<file path="config.mk">
export PLATFORM = sky130hd
export DESIGN_NAME = div_share_ctrl
export DESIGN_NICKNAME = d
export VERILOG_FILES = /design/src/rtl/div_pkg.sv /design/src/rtl/divider_comb.sv /design/src/rtl/rr_arb2.sv /design/src/rtl/div_share_ctrl.sv
export SDC_FILE = /design/constraint.sdc
export NUM_CORES = 1
export LEC_CHECK = 0
export ABC_AREA = 1
export ABC_CLOCK_PERIOD_IN_PS = 60900
export BUFFER_PORTS_ARGS = -buffer_cell sky130_fd_sc_hd__buf_2
export CAP_MARGIN = 10
export CORE_MARGIN = 2
export CORE_UTILIZATION = 50
export CTS_CLUSTER_DIAMETER = 150
export DETAILED_ROUTE_END_ITERATION = 7
export GPL_TIMING_DRIVEN = 0
export PLACE_DENSITY = 0.8
export SLEW_MARGIN = 20
export SYNTH_ARGS = -nofsm -noshare
export SYNTH_HDL_FRONTEND = slang
export SYNTH_SLANG_ARGS = --single-unit
</file>
<file path="constraint.sdc">
create_clock -name clk -period 60.9 [get_ports clk]
set_input_delay 6.09 -clock clk [delete_from_list [all_inputs] [get_ports clk]]
set_output_delay 6.09 -clock clk [all_outputs]
set_load 0.005 [all_outputs]
</file>
<file path="src/rtl/div_pkg.sv">
// Shared types and constants for the time-shared divider front end.
package div_pkg;

    localparam int unsigned DIV_WIDTH   = 16;
    localparam int unsigned CNT_W       = 4;
    localparam int unsigned DONE_CNT_W  = 16;
    localparam int unsigned DBZ_CNT_W   = 8;

    typedef enum logic [1:0] {
        IDLE = 2'd0,
        CALC = 2'd1,
        RESP = 2'd2
    } state_t;

    localparam logic [DIV_WIDTH-1:0] DBZ_QUOT = '1;

    localparam logic REQ0 = 1'b0;
    localparam logic REQ1 = 1'b1;

    // One-hot select vector for a two-requester index.
    function automatic logic [1:0] idx_onehot(input logic idx);
        return (idx == REQ1) ? 2'b10 : 2'b01;
    endfunction

endpackage

</file>
<file path="src/rtl/divider_comb.sv">
// Purely combinational unsigned integer divider.
module divider_comb #(
    parameter int unsigned WIDTH = 16
) (
    input  logic [WIDTH-1:0] a,
    input  logic [WIDTH-1:0] b,
    output logic [WIDTH-1:0] y,
    output logic [WIDTH-1:0] rem
);

    // Quotient/remainder; a zero divisor yields all-ones and the dividend.
    always_comb begin
        y   = '1;
        rem = a;
        if (b != '0) begin
            y   = a / b;
            rem = a % b;
        end
    end

endmodule

</file>
<file path="src/rtl/rr_arb2.sv">
// Two-way round-robin arbiter: ptr picks the winner only when both request.
module rr_arb2
    import div_pkg::*;
(
    input  logic [1:0] req,
    input  logic       ptr,
    output logic       gnt_idx,
    output logic       gnt_vld
);

    // Winner selection.
    always_comb begin
        gnt_vld = |req;
        gnt_idx = REQ0;
        if (req == 2'b11) begin
            gnt_idx = ptr;
        end else if (req[1]) begin
            gnt_idx = REQ1;
        end
    end

endmodule

</file>
<file path="src/rtl/div_share_ctrl.sv">
// Two-requester, round-robin front end sharing one combinational divider.
// Optional per-requester completion / divide-by-zero counters: DIV_SHARE_STATS_EN.
module div_share_ctrl
    import div_pkg::*;
#(
    parameter int unsigned WIDTH      = DIV_WIDTH,
    parameter int unsigned SETTLE_CYC = 2
) (
    input  logic                 clk,
    input  logic                 rst_n,
    input  logic [1:0]           req_valid,
    output logic [1:0]           req_ready,
    input  logic [2*WIDTH-1:0]   req_a,
    input  logic [2*WIDTH-1:0]   req_b,
    output logic [1:0]           rsp_valid,
    input  logic [1:0]           rsp_ready,
    output logic [WIDTH-1:0]     rsp_y,
    output logic [WIDTH-1:0]     rsp_rem,
    output logic                 rsp_dbz,
    output logic                 busy
`ifdef DIV_SHARE_STATS_EN
    ,
    output logic [DONE_CNT_W-1:0] done_cnt0,
    output logic [DONE_CNT_W-1:0] done_cnt1,
    output logic [DBZ_CNT_W-1:0]  dbz_cnt
`endif
);

    localparam logic [CNT_W-1:0] LAST_CNT = CNT_W'(SETTLE_CYC - 1);

    state_t             state, state_nxt;
    logic [CNT_W-1:0]   cnt, cnt_nxt;
    logic [WIDTH-1:0]   op_a, op_a_nxt;
    logic [WIDTH-1:0]   op_b, op_b_nxt;
    logic               grant, grant_nxt;
    logic               rr_ptr, rr_ptr_nxt;
    logic [1:0]         rsp_valid_nxt;
    logic [WIDTH-1:0]   rsp_y_nxt, rsp_rem_nxt;
    logic               rsp_dbz_nxt;
    logic               busy_nxt;

    logic               gnt_idx, gnt_vld;
    logic [WIDTH-1:0]   div_y, div_rem;
    logic               op_dbz;

    rr_arb2 u_arb (
        .req     (req_valid),
        .ptr     (rr_ptr),
        .gnt_idx (gnt_idx),
        .gnt_vld (gnt_vld)
    );

    divider_comb #(.WIDTH(WIDTH)) u_div (
        .a   (op_a),
        .b   (op_b),
        .y   (div_y),
        .rem (div_rem)
    );

    assign op_dbz = (op_b == '0);

    // Next-state, operand latch, result capture and accept strobe.
    always_comb begin
        state_nxt     = state;
        cnt_nxt       = cnt;
        op_a_nxt      = op_a;
        op_b_nxt      = op_b;
        grant_nxt     = grant;
        rr_ptr_nxt    = rr_ptr;
        rsp_valid_nxt = rsp_valid;
        rsp_y_nxt     = rsp_y;
        rsp_rem_nxt   = rsp_rem;
        rsp_dbz_nxt   = rsp_dbz;
        req_ready     = '0;

        case (state)
            IDLE: begin
                if (gnt_vld) begin
                    req_ready = idx_onehot(gnt_idx);
                    op_a_nxt  = (gnt_idx == REQ1) ? req_a[2*WIDTH-1:WIDTH] : req_a[WIDTH-1:0];
                    op_b_nxt  = (gnt_idx == REQ1) ? req_b[2*WIDTH-1:WIDTH] : req_b[WIDTH-1:0];
                    grant_nxt = gnt_idx;
                    cnt_nxt   = '0;
                    state_nxt = CALC;
                end
            end
            CALC: begin
                if (cnt == LAST_CNT) begin
                    rsp_dbz_nxt   = op_dbz;
                    rsp_y_nxt     = op_dbz ? '1 : div_y;
                    rsp_rem_nxt   = op_dbz ? op_a : div_rem;
                    rsp_valid_nxt = idx_onehot(grant);
                    cnt_nxt       = '0;
                    state_nxt     = RESP;
                end else begin
                    cnt_nxt = cnt + CNT_W'(1);
                end
            end
            RESP: begin
                if (rsp_ready[grant]) begin
                    rsp_valid_nxt = '0;
                    rr_ptr_nxt    = ~grant;
                    state_nxt     = IDLE;
                end
            end
            default: begin
                rsp_valid_nxt = '0;
                state_nxt     = IDLE;
            end
        endcase

        busy_nxt = (state_nxt != IDLE);
    end

    // State and registered outputs.
    always_ff @(posedge clk or negedge rst_n) begin
        if (!rst_n) begin
            state     <= IDLE;
            cnt       <= '0;
            op_a      <= '0;
            op_b      <= '0;
            grant     <= REQ0;
            rr_ptr    <= REQ0;
            rsp_valid <= '0;
            rsp_y     <= '0;
            rsp_rem   <= '0;
            rsp_dbz   <= 1'b0;
            busy      <= 1'b0;
        end else begin
            state     <= state_nxt;
            cnt       <= cnt_nxt;
            op_a      <= op_a_nxt;
            op_b      <= op_b_nxt;
            grant     <= grant_nxt;
            rr_ptr    <= rr_ptr_nxt;
            rsp_valid <= rsp_valid_nxt;
            rsp_y     <= rsp_y_nxt;
            rsp_rem   <= rsp_rem_nxt;
            rsp_dbz   <= rsp_dbz_nxt;
            busy      <= busy_nxt;
        end
    end

`ifdef DIV_SHARE_STATS_EN
    logic resp_done;
    logic dbz_capture;

    assign resp_done   = (state == RESP) && rsp_ready[grant];
    assign dbz_capture = (state == CALC) && (cnt == LAST_CNT) && op_dbz;

    // Completion counters wrap; divide-by-zero counter saturates.
    always_ff @(posedge clk or negedge rst_n) begin
        if (!rst_n) begin
            done_cnt0 <= '0;
            done_cnt1 <= '0;
            dbz_cnt   <= '0;
        end else begin
            if (resp_done && (grant == REQ0)) begin
                done_cnt0 <= done_cnt0 + DONE_CNT_W'(1);
            end
            if (resp_done && (grant == REQ1)) begin
                done_cnt1 <= done_cnt1 + DONE_CNT_W'(1);
            end
            if (dbz_capture && (dbz_cnt != '1)) begin
                dbz_cnt <= dbz_cnt + DBZ_CNT_W'(1);
            end
        end
    end
`endif

endmodule
</file>
# == Yosys cells after proc, flatten, opt, wreduce, memory -nomap -nowiden ==
# Cells that the tools add are included.
# word_totals
reg_bits,76
inputBits,70
out_inout_bits,38
elab_cells,59
# classes
add_sub_neg,1
div_mod_pow,2
order_cmp,1
n_eq_ne,7
mux,24
n_bitwise,2
reduce_logical,11
# op_table
cell,n
2-to-1 mux 16 bit,6
2-to-1 mux 2 bit,9
divider 16 x 16 -> 16 bit,1
zero test 16 bit,1
modulo 16 x 16 -> 16 bit,1
nonzero test 16 bit,1
one-hot mux 2 bit (3 select lines),2
2-to-1 mux 4 bit,2
one-hot mux 4 bit (2 select lines),1
AND reduction 2 bit,4
!= test 2 bit (second input constant),3
adder 4 x 1 -> 4 bit (second input constant),1
== test 2 bit (second input constant),2
== test 4 x 1 -> 1 bit (second input constant),1
2-to-1 mux 1 bit,4
nonzero test 2 bit,2
AND reduction 3 bit,1
== test 2 x 1 -> 1 bit (second input constant),1
zero test 2 bit,1
less-than comparator 1 x 2 -> 1 bit (second input constant),1
inverter 1 bit,2
OR reduction 2 bit,1

# == Depth between registers and ports, before layout ==
# Gate-level depths: netlist (run 1).
# depth
ltp_word,5
mapped_depth,215
ltp_nobuf,214

# == Hierarchy ==
# From an unflattened synthesis (run 1), not the netlist that was laid out.
# hier_totals
cells_unflattened,1798
area_unflattened_um2,11577.4
# modules_own_cells
mod,n_inst,cells_per_inst,area_per_inst_um2,seq_area_each_um2
divider_comb,1,1368,8021.4,0.0
div_share_ctrl,1,425,3533.4,1901.8
rr_arb2,1,5,22.5,0.0

# == Least setup slack after synthesis (run 1) ==
# OpenSTA, ideal clock, no wires.
# synth_timing
kind,flip-flop to flip-flop
start,reg op_b[0]
end,reg rsp_rem[5]
setup_time_ns,0.065
arrival_time_ns,22.907
t_required_ns,60.835
slack_ns,37.928
stages_incl_launch_ff,200
path_buffers,6
synth_period_minus_slack_ns,22.972
path_cell_list,dfrtp_1 inv_1 ha_1 nor2_1 nor2_1 nand3_1 nand2_1 nand2_1 ha_1 inv_1 o21bai_1 nand4_4 o21ai_2 inv_1 ha_1 a21oi_1 nand2_1 nand2_1 [... 164 more ...] o21ai_1 nand3_1 nand2_1 nand3_1 nand2_1 nand3_1 nand2_1 nand3_1 nand2_1 nand3_1 nand3_1 a31oi_1 inv_1 nand2_1 clkbuf_1 o211ai_1 o21ai_0 nand2_2
# synth_via
elab_chain_len,3
word_cells_on_any_way,5
classes_between,div (1); mux (2); reduce/logical (2)
# synth_rtl
item,line,text
"start, declared",div_share_ctrl.sv:34,"logic [WIDTH-1:0] op_b, op_b_nxt;"
"start signal, assigned",div_share_ctrl.sv:133,op_b <= op_b_nxt;
modulo 16 x 16 -> 16 bit or nonzero test 16 bit (tied branches),"divider_comb.sv:17, divider_comb.sv:15",
2-to-1 mux 16 bit,divider_comb.sv:15,if (b != '0) begin
2-to-1 mux 16 bit *,div_share_ctrl.sv:91,rsp_rem_nxt = op_dbz ? op_a : div_rem;
"end signal, assigned",div_share_ctrl.sv:138,rsp_rem <= rsp_rem_nxt;
"end, declared",div_share_ctrl.sv:18,"output logic [WIDTH-1:0] rsp_rem,"
# Mark *: on every way between the ends. The rest lies on a longest branch, timed or not.
# A chain may end at the register's enable or synchronous reset.

# == Worst setup path in the final report (run 1) ==
# layout_timing
start,reg op_b[6]
end,reg rsp_rem[5]
# Same word-level chain as after synthesis.

==> impl_metrics.py, run 1 <==
metrics = {
    "clock_tree": {
        "holdBufCountCts": 0,
        "clkTransAtPathRegs_ns": 0.07,
        "post_cts.repair.setup_buffers": 0,
        "cts_max_level": 3,
        "numCtsBuffers": 9,
        "cts_tree": "built",
        "cts.sinks": 76,
        "cts_resized": 0,
        "cts_root_buffer": "clkbuf_16",
        "clockBufferDepth": 2,
        "insertion_delay_ns": 0.36,
    },
    "synth": {
        "synthArstFlopShare_pct": 100,
        "syn_area_um2": 11100,
        "syn_inst": 1634,
        "syn_area_per_cell_um2": 6.77,
        "synthDistinctLibCells": 66,
        "yosysWarnings": 0,
        "ys_ff_latch": 76,
        "synth-edff-count": 0,
        "seq_area_frac_synth_pct": 17.2,
        "synthFlopType": "dfrtp_1",
        "syn_nets": 1844,
    },
    "critical_path": {
        "critPathMaxStageDelay_ns": 0.56,
        "rr_worst_depth": 196,
        "critPathLaunchType": "register",
        "critPathRequiredTime_ns": 61.19,
        "critical_path.top_delay_family": "simple AND/OR/NAND/NOR gates",
        "worstSetupPathType": "register to register",
        "r2r_slack_ns": 32.08,
        "reg2reg_from": "op_b[6]",
        "crit_slowest_cell": "inv_1",
        "critical_path_buf_inv_count": 28,
        "crit_arrival_ns": 29.11,
        "r2r_end": "rsp_rem[5]",
        "crit_path_frequent_cell": "nand2_1",
        "end_kind": "register",
        "critPathMaxFanout": 12,
    },
    "layout": {
        "multi_input_area_um2": 8110,
        "regArea_um2": 1900,
        "fillers": 2115,
        "drive_gt1_share_pct": 18.7,
        "nets": 1963,
        "syn2layout_area_growth_pct": 10.7,
        "diodes": 0,
    },
    "routing": {
        "drt_iter0_drc": 832,
        "wire_per_inst_um": 16.4,
        "num_vias": 11400,
        "remaining_drc_errors": 0,
        "drt-vias-per-instance": 5.57,
        "antenna_left": 0,
        "first_pass_iters": 6,
        "drt_wl_total_mm": 33.5,
    },
    "grt": {
        "grt_max_degree": 55,
        "track_usage_pct": 28.9,
        "gr-total-overflow": 0,
        "grt_antenna_before_repair": 1,
        "grt_pass1_vias": 10900,
        "grt_pass1_wl_mm": 54.4,
    },
    "hold_path": {
        "holdPathStages": 2,
        "hp-class": "register to register",
        "min_to": "rsp_rem[0]",
        "hold_start": "rsp_rem[0]",
    },
    "sta": {
        "skew_ns": 0.0130,
        "finalCritPeriodShare_pct": 47.3,
        "finalSetupViolCount": 0,
        "finalHoldViolCount": 0,
        "tightest_slew_ns": 0.920,
        "slew_violations": 0,
        "fin_setup_tns_ns": 0,
        "maxSlewHeadroom_pct": 38.6,
        "max_freq_mhz": 34.7,
        "rsz0062_at_grt": "no",
        "fin_crit_ns": 28.82,
    },
    "job": {
        "cap_violations": 0,
    },
    "floorplanning": {
        "rows": 54,
        "ios": 108,
        "die_area_um2": 23300,
        "die_x_um": 153,
        "start_util_pct": 50.9,
        "die_h_um": 153,
        "core_area_um2": 21800,
    },
    "placed_design": {
        "gp_congestion": 0.951,
        "dpl.hpwl_mm": 26.7,
        "portBuffers": 107,
    },
    "outcome": {
        "status": "finished clean",
    },
}
[worst max path at each step]
stage	startpoint	endpoint	slack [ns]	cells after the start
6_report	op_b[6]	rsp_rem[5]	32.08	196
2_1_floorplan	op_b[0]	rsp_rem[5]	37.93	199
4_1_cts	op_b[6]	rsp_rem[14]	32.47	199
3_3_place_gp	op_b[6]	rsp_rem[14]	33.39	199
5_1_grt	op_b[6]	rsp_rem[14]	29.21	199
3_5_place_dp	op_b[6]	rsp_rem[14]	32.61	199
[per-stage QoR]
stage          std cells  worst slack, ns  utilization, %  cell area [um^2]  hold slack, ns
2_1_floorplan       1634            37.93               -             11100           0.473
3_3_place_gp        2021            33.39            54.9             11900           0.490
3_5_place_dp        2022            32.61            55.1             12000           0.476
4_1_cts             2038            32.47            56.3             12200           0.505
5_1_grt             2038            29.21            56.3             12200           0.544
6_report            2038            32.08            56.3             12200           0.509
[worst register-to-register path: cells and delay by family, from the launching register on]
family / cells / cell delay [ns]
compound gates: 35 / 5.89
xor+xnor: 1 / 0.16
fa+ha+maj: 15 / 4.88
buf+inv: 28 / 4.16
flops: 1 / 0.40
simple gates: 117 / 13.27
[synth_stat cells (all sizes together) (2+ instances only)]
cell	n	share of area (%)
nand4	9	0.64
clkbuf	32	1.2
buf	9	0.92
a211oi	2	0.14
xnor2	31	2.5
nand2	495	19
a31oi	6	0.34
nor2	75	3.0
ha	139	16
o21bai	13	0.95
and2	25	1.4
nor3	17	0.81
a21oi	92	4.5
nand3b	2	0.14
or2	40	2.3
a21o	5	0.34
inv	207	7.1
o221ai	15	1.2
o21ai	78	4.0
nor4	5	0.28
o21a	2	0.15
a22oi	27	1.8
o211ai	9	0.75
o2111ai	3	0.24
xor2	33	2.6
dfrtp	76	17
clkinv	5	0.23
o22ai	4	0.23
nand3	170	9.9
[routing by layer]
metal | track usage, % | share of wire, % | vias to the layer above
met5 | 0 | 0 | -
met4 | 11.6 | 3.7 | 0
met3 | 3.90 | 6.2 | 77
met2 | 48.2 | 45 | 375
met1 | 37.9 | 45 | 5248
li1 | - | - | 5658
[state kept, by name, indices dropped and copies added, names as in the netlist]
name       cells
state          2
grant          1
rsp_rem       16
rr_ptr         1
rsp_dbz        1
op_a          16
op_b          16
rsp_y         16
busy           1
cnt            4
rsp_valid      2
[layout make-up]
type | instances | share of cell area, %
clock inverter | 6 | 0.327
tap | 280 | 2.86
multi-input combinational | 1304 | 66.2
clock buffer | 10 | 1.87
buffer | 42 | 1.96
sequential | 76 | 15.5
timing repair buffer | 108 | 4.62
inverter | 212 | 6.59
[layout by cell type (no fill, tap or decap), drive strengths merged, types with 2 or more instances in the layout]
master and count:
o21ai 78, nor2 75, o21a 2, inv 208, o2111ai 3, nand2 495, xnor2 31, nor3 17
clkbuf 42, a22oi 27, nor4 5, clkinv 9, dfrtp 76, nand4 9, nand3 170, ha 139
o221ai 15, o22ai 4, a31oi 6, a211oi 2, o21bai 13, a21o 5, and2 25, nand3b 2
or2 40, o211ai 9, a21oi 92, xor2 33, buf 117
[cells by family (layout without fill, tap and decap cells)]
kind of cell	count (synthesis)	in the layout	share of synthesized area, %
XOR/XNOR	64	64	5.07
AND/OR/NAND/NOR	839	839	37.4
AO/OA/AOI/OAI	261	261	15.0
buffers and inverters	254	378	9.47
flip-flops	76	76	17.2
adder cells (fa/ha/maj)	140	140	15.9
Power of run 1 is left out: the tool's default activity adds up to more than one toggle a clock period on the data nets, which glitch-free logic cannot reach.
==> inputs of run 2 (changes only) <==
--- a/config.mk
+++ b/config.mk
@@ -6,7 +6,7 @@
 export NUM_CORES = 1
 export LEC_CHECK = 0
 export ABC_AREA = 1
-export ABC_CLOCK_PERIOD_IN_PS = 60900
+export ABC_CLOCK_PERIOD_IN_PS = 27900
 export BUFFER_PORTS_ARGS = -buffer_cell sky130_fd_sc_hd__buf_2
 export CAP_MARGIN = 10
 export CORE_MARGIN = 2
==> constraint.sdc (replaced) <==
create_clock -name clk -period 27.9 [get_ports clk]
set_input_delay 2.79 -clock clk [delete_from_list [all_inputs] [get_ports clk]]
set_output_delay 2.79 -clock clk [all_outputs]
set_load 0.005 [all_outputs]
==> impl_metrics.py, run 2 (same netlist as run 1, synthesis figures left out) <==
metrics = {
    "critical_path": {
        "critPathMaxFanout": 10,
        "critPathLaunchType": "register",
        "r2r_slack_ns": 1.95,
        "rr_worst_depth": 207,
        "r2r_end": "rsp_rem[5]",
        "critPathRequiredTime_ns": 28.19,
        "crit_slowest_cell": "dfrtp_1",
        "critPathMaxStageDelay_ns": 0.46,
        "end_kind": "register",
        "worstSetupPathType": "register to register",
        "reg2reg_from": "op_b[14]",
        "crit_path_frequent_cell": "nand2_1",
        "crit_start": "op_b[14]",
        "crit_path_end": "rsp_rem[5]",
        "crit_arrival_ns": 26.24,
    },
    "routing": {
        "num_vias": 11600,
        "antenna_left": 0,
        "drt_iter0_drc": 770,
        "remaining_drc_errors": 0,
        "first_pass_iters": 5,
        "drt_wl_total_mm": 34.4,
        "drt-vias-per-instance": 5.59,
        "wire_per_inst_um": 16.6,
    },
    "floorplanning": {
        "rows": 54,
        "core_area_um2": 21800,
        "start_util_pct": 50.9,
        "die_x_um": 153,
        "die_area_um2": 23300,
        "die_h_um": 153,
        "ios": 108,
    },
    "placed_design": {
        "gp_congestion": 0.951,
        "portBuffers": 107,
        "dpl.hpwl_mm": 26.7,
        "dp_slack_ns": -0.391,
    },
    "sta": {
        "maxSlewHeadroom_pct": 41.8,
        "max_freq_mhz": 38.5,
        "slew_violations": 0,
        "skew_ns": 0.0142,
        "finalSetupViolCount": 0,
        "hold_slack_ns": 0.509,
        "fin_setup_tns_ns": 0,
        "fin_ws_ns": 1.95,
        "finalHoldViolCount": 0,
        "finalCritPeriodShare_pct": 93.0,
        "tightest_slew_ns": 0.867,
        "fin_crit_ns": 25.95,
    },
    "job": {
        "cap_violations": 0,
    },
    "layout": {
        "layout.cells.most_common": "nand2_1",
        "drive_gt1_share_pct": 22.9,
        "nets": 1999,
        "utilization_pct": 58.8,
        "fillers": 2042,
        "diodes": 0,
        "syn2layout_area_growth_pct": 15.7,
        "layout_common_cells": "nand2_1, inv_1, ha_1",
    },
    "clock_tree": {
        "cts_max_level": 3,
        "cts.sinks": 76,
        "numCtsBuffers": 9,
        "cts_root_buffer": "clkbuf_16",
        "cts_tree": "built",
        "clkTransAtPathRegs_ns": 0.07,
        "insertion_delay_ns": 0.36,
        "holdBufCountCts": 0,
        "clockBufferDepth": 2,
    },
    "grt": {
        "grt_antenna_before_repair": 0,
        "gr-total-overflow": 0,
        "track_usage_pct": 28.9,
        "grt_pass1_wl_mm": 54.4,
        "grt_pass1_vias": 10900,
        "grt_max_degree": 55,
    },
    "hold_path": {
        "hold_start": "rsp_rem[0]",
        "hp-class": "register to register",
    },
    "outcome": {
        "status": "finished clean",
    },
}
run 2: changes by cell type in the layout (fill, tap and decap cells not counted), moves of 5 or more:
cell,before,now
nor3_1,16,11
clkinvlp_4,1,8
nor3_2,1,6
o21ai_0,54,48
inv_1,198,191
buf_4,2,39
run 2: worst min-delay path by stage:
stage            endpoint  slack, ns  cells after the start
2_1_floorplan  rsp_rem[0]       0.47                      2
3_3_place_gp   rsp_rem[3]       0.49                      2
3_5_place_dp   rsp_rem[0]       0.48                      2
4_1_cts        rsp_rem[0]       0.50                      2
5_1_grt            rr_ptr       0.54                      1
6_report       rsp_rem[0]       0.51                      2
run 2: per-stage QoR:
| step | instances | cell area, um^2 |
|---|---|---|
| after floorplan | 1634 | 11100 |
| after global placement | 2021 | 11900 |
| after detailed placement | 2022 | 12000 |
| after CTS | 2039 | 12300 |
| after global routing | 2074 | 12800 |
| final | 2074 | 12800 |
run 2: layout make-up:
class                   instances  area, um^2  area share (%)
well taps                     280         350            2.74
flip-flops and latches         76        1900            14.9
inverters                     212         841            6.57
plain buffers                  42         262            2.04
repair buffers                144         848            6.63
clock inverters                 6        40.0           0.313
clock buffers                  10         229            1.79
multi-input cells            1304        8330            65.0
run 2: timing repair:
action,in CTS,in global routing
pin swaps,0,13
buffers inserted,1,35
resized for setup,7,71
endpoints found under the setup margin,17,17
run 2: critical path: cells and delay by family (launching register included):
kind / cells / cell delay [ns]
adder cells (fa/ha/maj): 15 / 4.75
flip-flops: 1 / 0.46
AO/OA/AOI/OAI: 28 / 4.25
AND/OR/NAND/NOR: 138 / 13.46
buffers and inverters: 26 / 2.90
run 2: layer usage:
metal	GRT usage, %	vias to the layer above	wire length, um
met5	0	-	0
met4	11.6	0	1140
met3	3.95	71	2090
met2	48.2	361	16000
met1	37.9	5420	15200
li1	-	5740	-
Power of run 2 is left out for the same reason.
==> inputs of run 3 (changes only) <==
--- a/config.mk
+++ b/config.mk
@@ -11,6 +11,7 @@
 export CAP_MARGIN = 10
 export CORE_MARGIN = 2
 export CORE_UTILIZATION = 50
+export CTS_BUF_LIST = sky130_fd_sc_hd__clkbuf_4
 export CTS_CLUSTER_DIAMETER = 150
 export DETAILED_ROUTE_END_ITERATION = 7
 export GPL_TIMING_DRIVEN = 0
==> impl_metrics.py, run 3 (same netlist as run 1, synthesis figures left out) <==
metrics = {
    "outcome": {
        "status": "finished clean",
    },
    "sta": {
        "maxSlewHeadroom_pct": 38.5,
        "skew_ns": 0.0424,
        "fin_crit_ns": 25.93,
        "tightest_slew_ns": 0.922,
        "slew_violations": 0,
        "finalCritPeriodShare_pct": 93.0,
        "max_freq_mhz": 38.6,
        "finalSetupViolCount": 0,
        "finalHoldViolCount": 0,
    },
    "layout": {
        "layout_common_cells": "nand2_1, inv_1, ha_1",
        "syn2layout_area_growth_pct": 15.0,
        "layout.cells.most_common": "nand2_1",
        "instances_no_fill": 2078,
        "drive_gt1_share_pct": 23.6,
        "nets": 2002,
    },
    "routing": {
        "antenna_left": 0,
        "num_vias": 11500,
        "drt_wl_total_mm": 34.2,
        "remaining_drc_errors": 0,
        "first_pass_iters": 5,
        "drt_iter0_drc": 857,
        "wire_per_inst_um": 16.5,
        "drt-vias-per-instance": 5.54,
    },
    "grt": {
        "grt_pass1_wl_mm": 54.0,
        "grt_pass1_vias": 10900,
        "track_usage_pct": 28.7,
        "grt_antenna_before_repair": 1,
        "gr-total-overflow": 0,
        "grt_max_degree": 55,
    },
    "placed_design": {
        "dpl.hpwl_mm": 26.7,
        "gp_congestion": 0.951,
        "portBuffers": 107,
        "dp_cells": 2022,
    },
    "clock_tree": {
        "cts_max_level": 3,
        "insertion_delay_ns": 0.51,
        "clkTransAtPathRegs_ns": 0.15,
        "cts.sinks": 76,
        "cts_root_buffer": "clkbuf_4",
        "cts_tree": "built",
        "clockBufferDepth": 2,
        "holdBufCountCts": 0,
        "numCtsBuffers": 9,
    },
    "critical_path": {
        "crit_arrival_ns": 26.37,
        "critPathRequiredTime_ns": 28.34,
        "crit_path_frequent_cell": "nand2_1",
        "end_kind": "register",
        "critPathMaxStageDelay_ns": 0.47,
        "critPathMaxFanout": 10,
        "crit_slowest_cell": "dfrtp_2",
        "worstSetupPathType": "register to register",
        "critPathLaunchType": "register",
    },
    "floorplanning": {
        "die_x_um": 153,
        "rows": 54,
        "core_area_um2": 21800,
        "die_h_um": 153,
        "die_area_um2": 23300,
        "start_util_pct": 50.9,
        "ios": 108,
    },
    "job": {
        "cap_violations": 0,
    },
    "hold_path": {
        "hp-class": "register to register",
    },
}
## run 3: worst paths after layout
| kind | startpoint | endpoint | slack (ns) | cells after the start |
|---|---|---|---|---|
| max | op_b[14] | rsp_rem[5] | 1.97 | 203 |
| min | rsp_rem[0] | rsp_rem[0] | 0.52 | 2 |
| max reg2reg | op_b[14] | rsp_rem[5] | 1.97 | 203 |
| min reg2reg | rsp_rem[0] | rsp_rem[0] | 0.52 | 2 |
| max in group asynchronous | rst_n | op_b[7] | 25.08 | 2 |
| min in group asynchronous | rst_n | rsp_rem[4] | 2.16 | 1 |
## run 3: worst max-delay path, delay by kind of cell (launching register included)
family          cells  cell delay, ns
fa+ha+maj          15            4.80
simple gates      127           12.37
flops               1            0.47
xor+xnor            1            0.16
compound gates     33            5.14
buf+inv            27            2.90
## run 3: repair_timing
item                       CTS  global route
resized for setup            7            84
setup endpoints to repair   17            17
hold endpoints to repair     0             0
setup buffers                1            38
pin swaps                    0            16
## run 3: layer usage
metal | track usage [%] | up-vias | share of wire, %
met1 | 37.7 | 5351 | 45
li1 | - | 5743 | -
met5 | 0 | - | 0
met2 | 48.1 | 359 | 47
met4 | 10.5 | 0 | 3.1
met3 | 3.78 | 63 | 5.6
## run 3: final cells by class
class | instances | area [um^2]
fill | 2056 | 9030
multi-input combinational | 1304 | 8380
sequential | 76 | 1910
timing repair buffer | 147 | 871
inverter | 212 | 841
tap | 280 | 350
buffer | 42 | 262
clock buffer | 10 | 75.1
clock inverter | 6 | 40.0
antenna | 1 | 2.50
## run 3: stage by stage
stage	util (%)	area (um^2)	hold slack [ns]	setup WS [ns]	TNS, ns
floorplan	-	11100	0.473	4.93	0
global placement	54.9	11900	0.490	0.389	0
detailed placement	55.1	12000	0.476	-0.391	-3.67
CTS	55.7	12100	0.521	0.161	0
global route	58.5	12700	0.554	-0.119	-0.705
finish	58.5	12700	0.517	1.97	0
Power of run 3 is left out for the same reason.
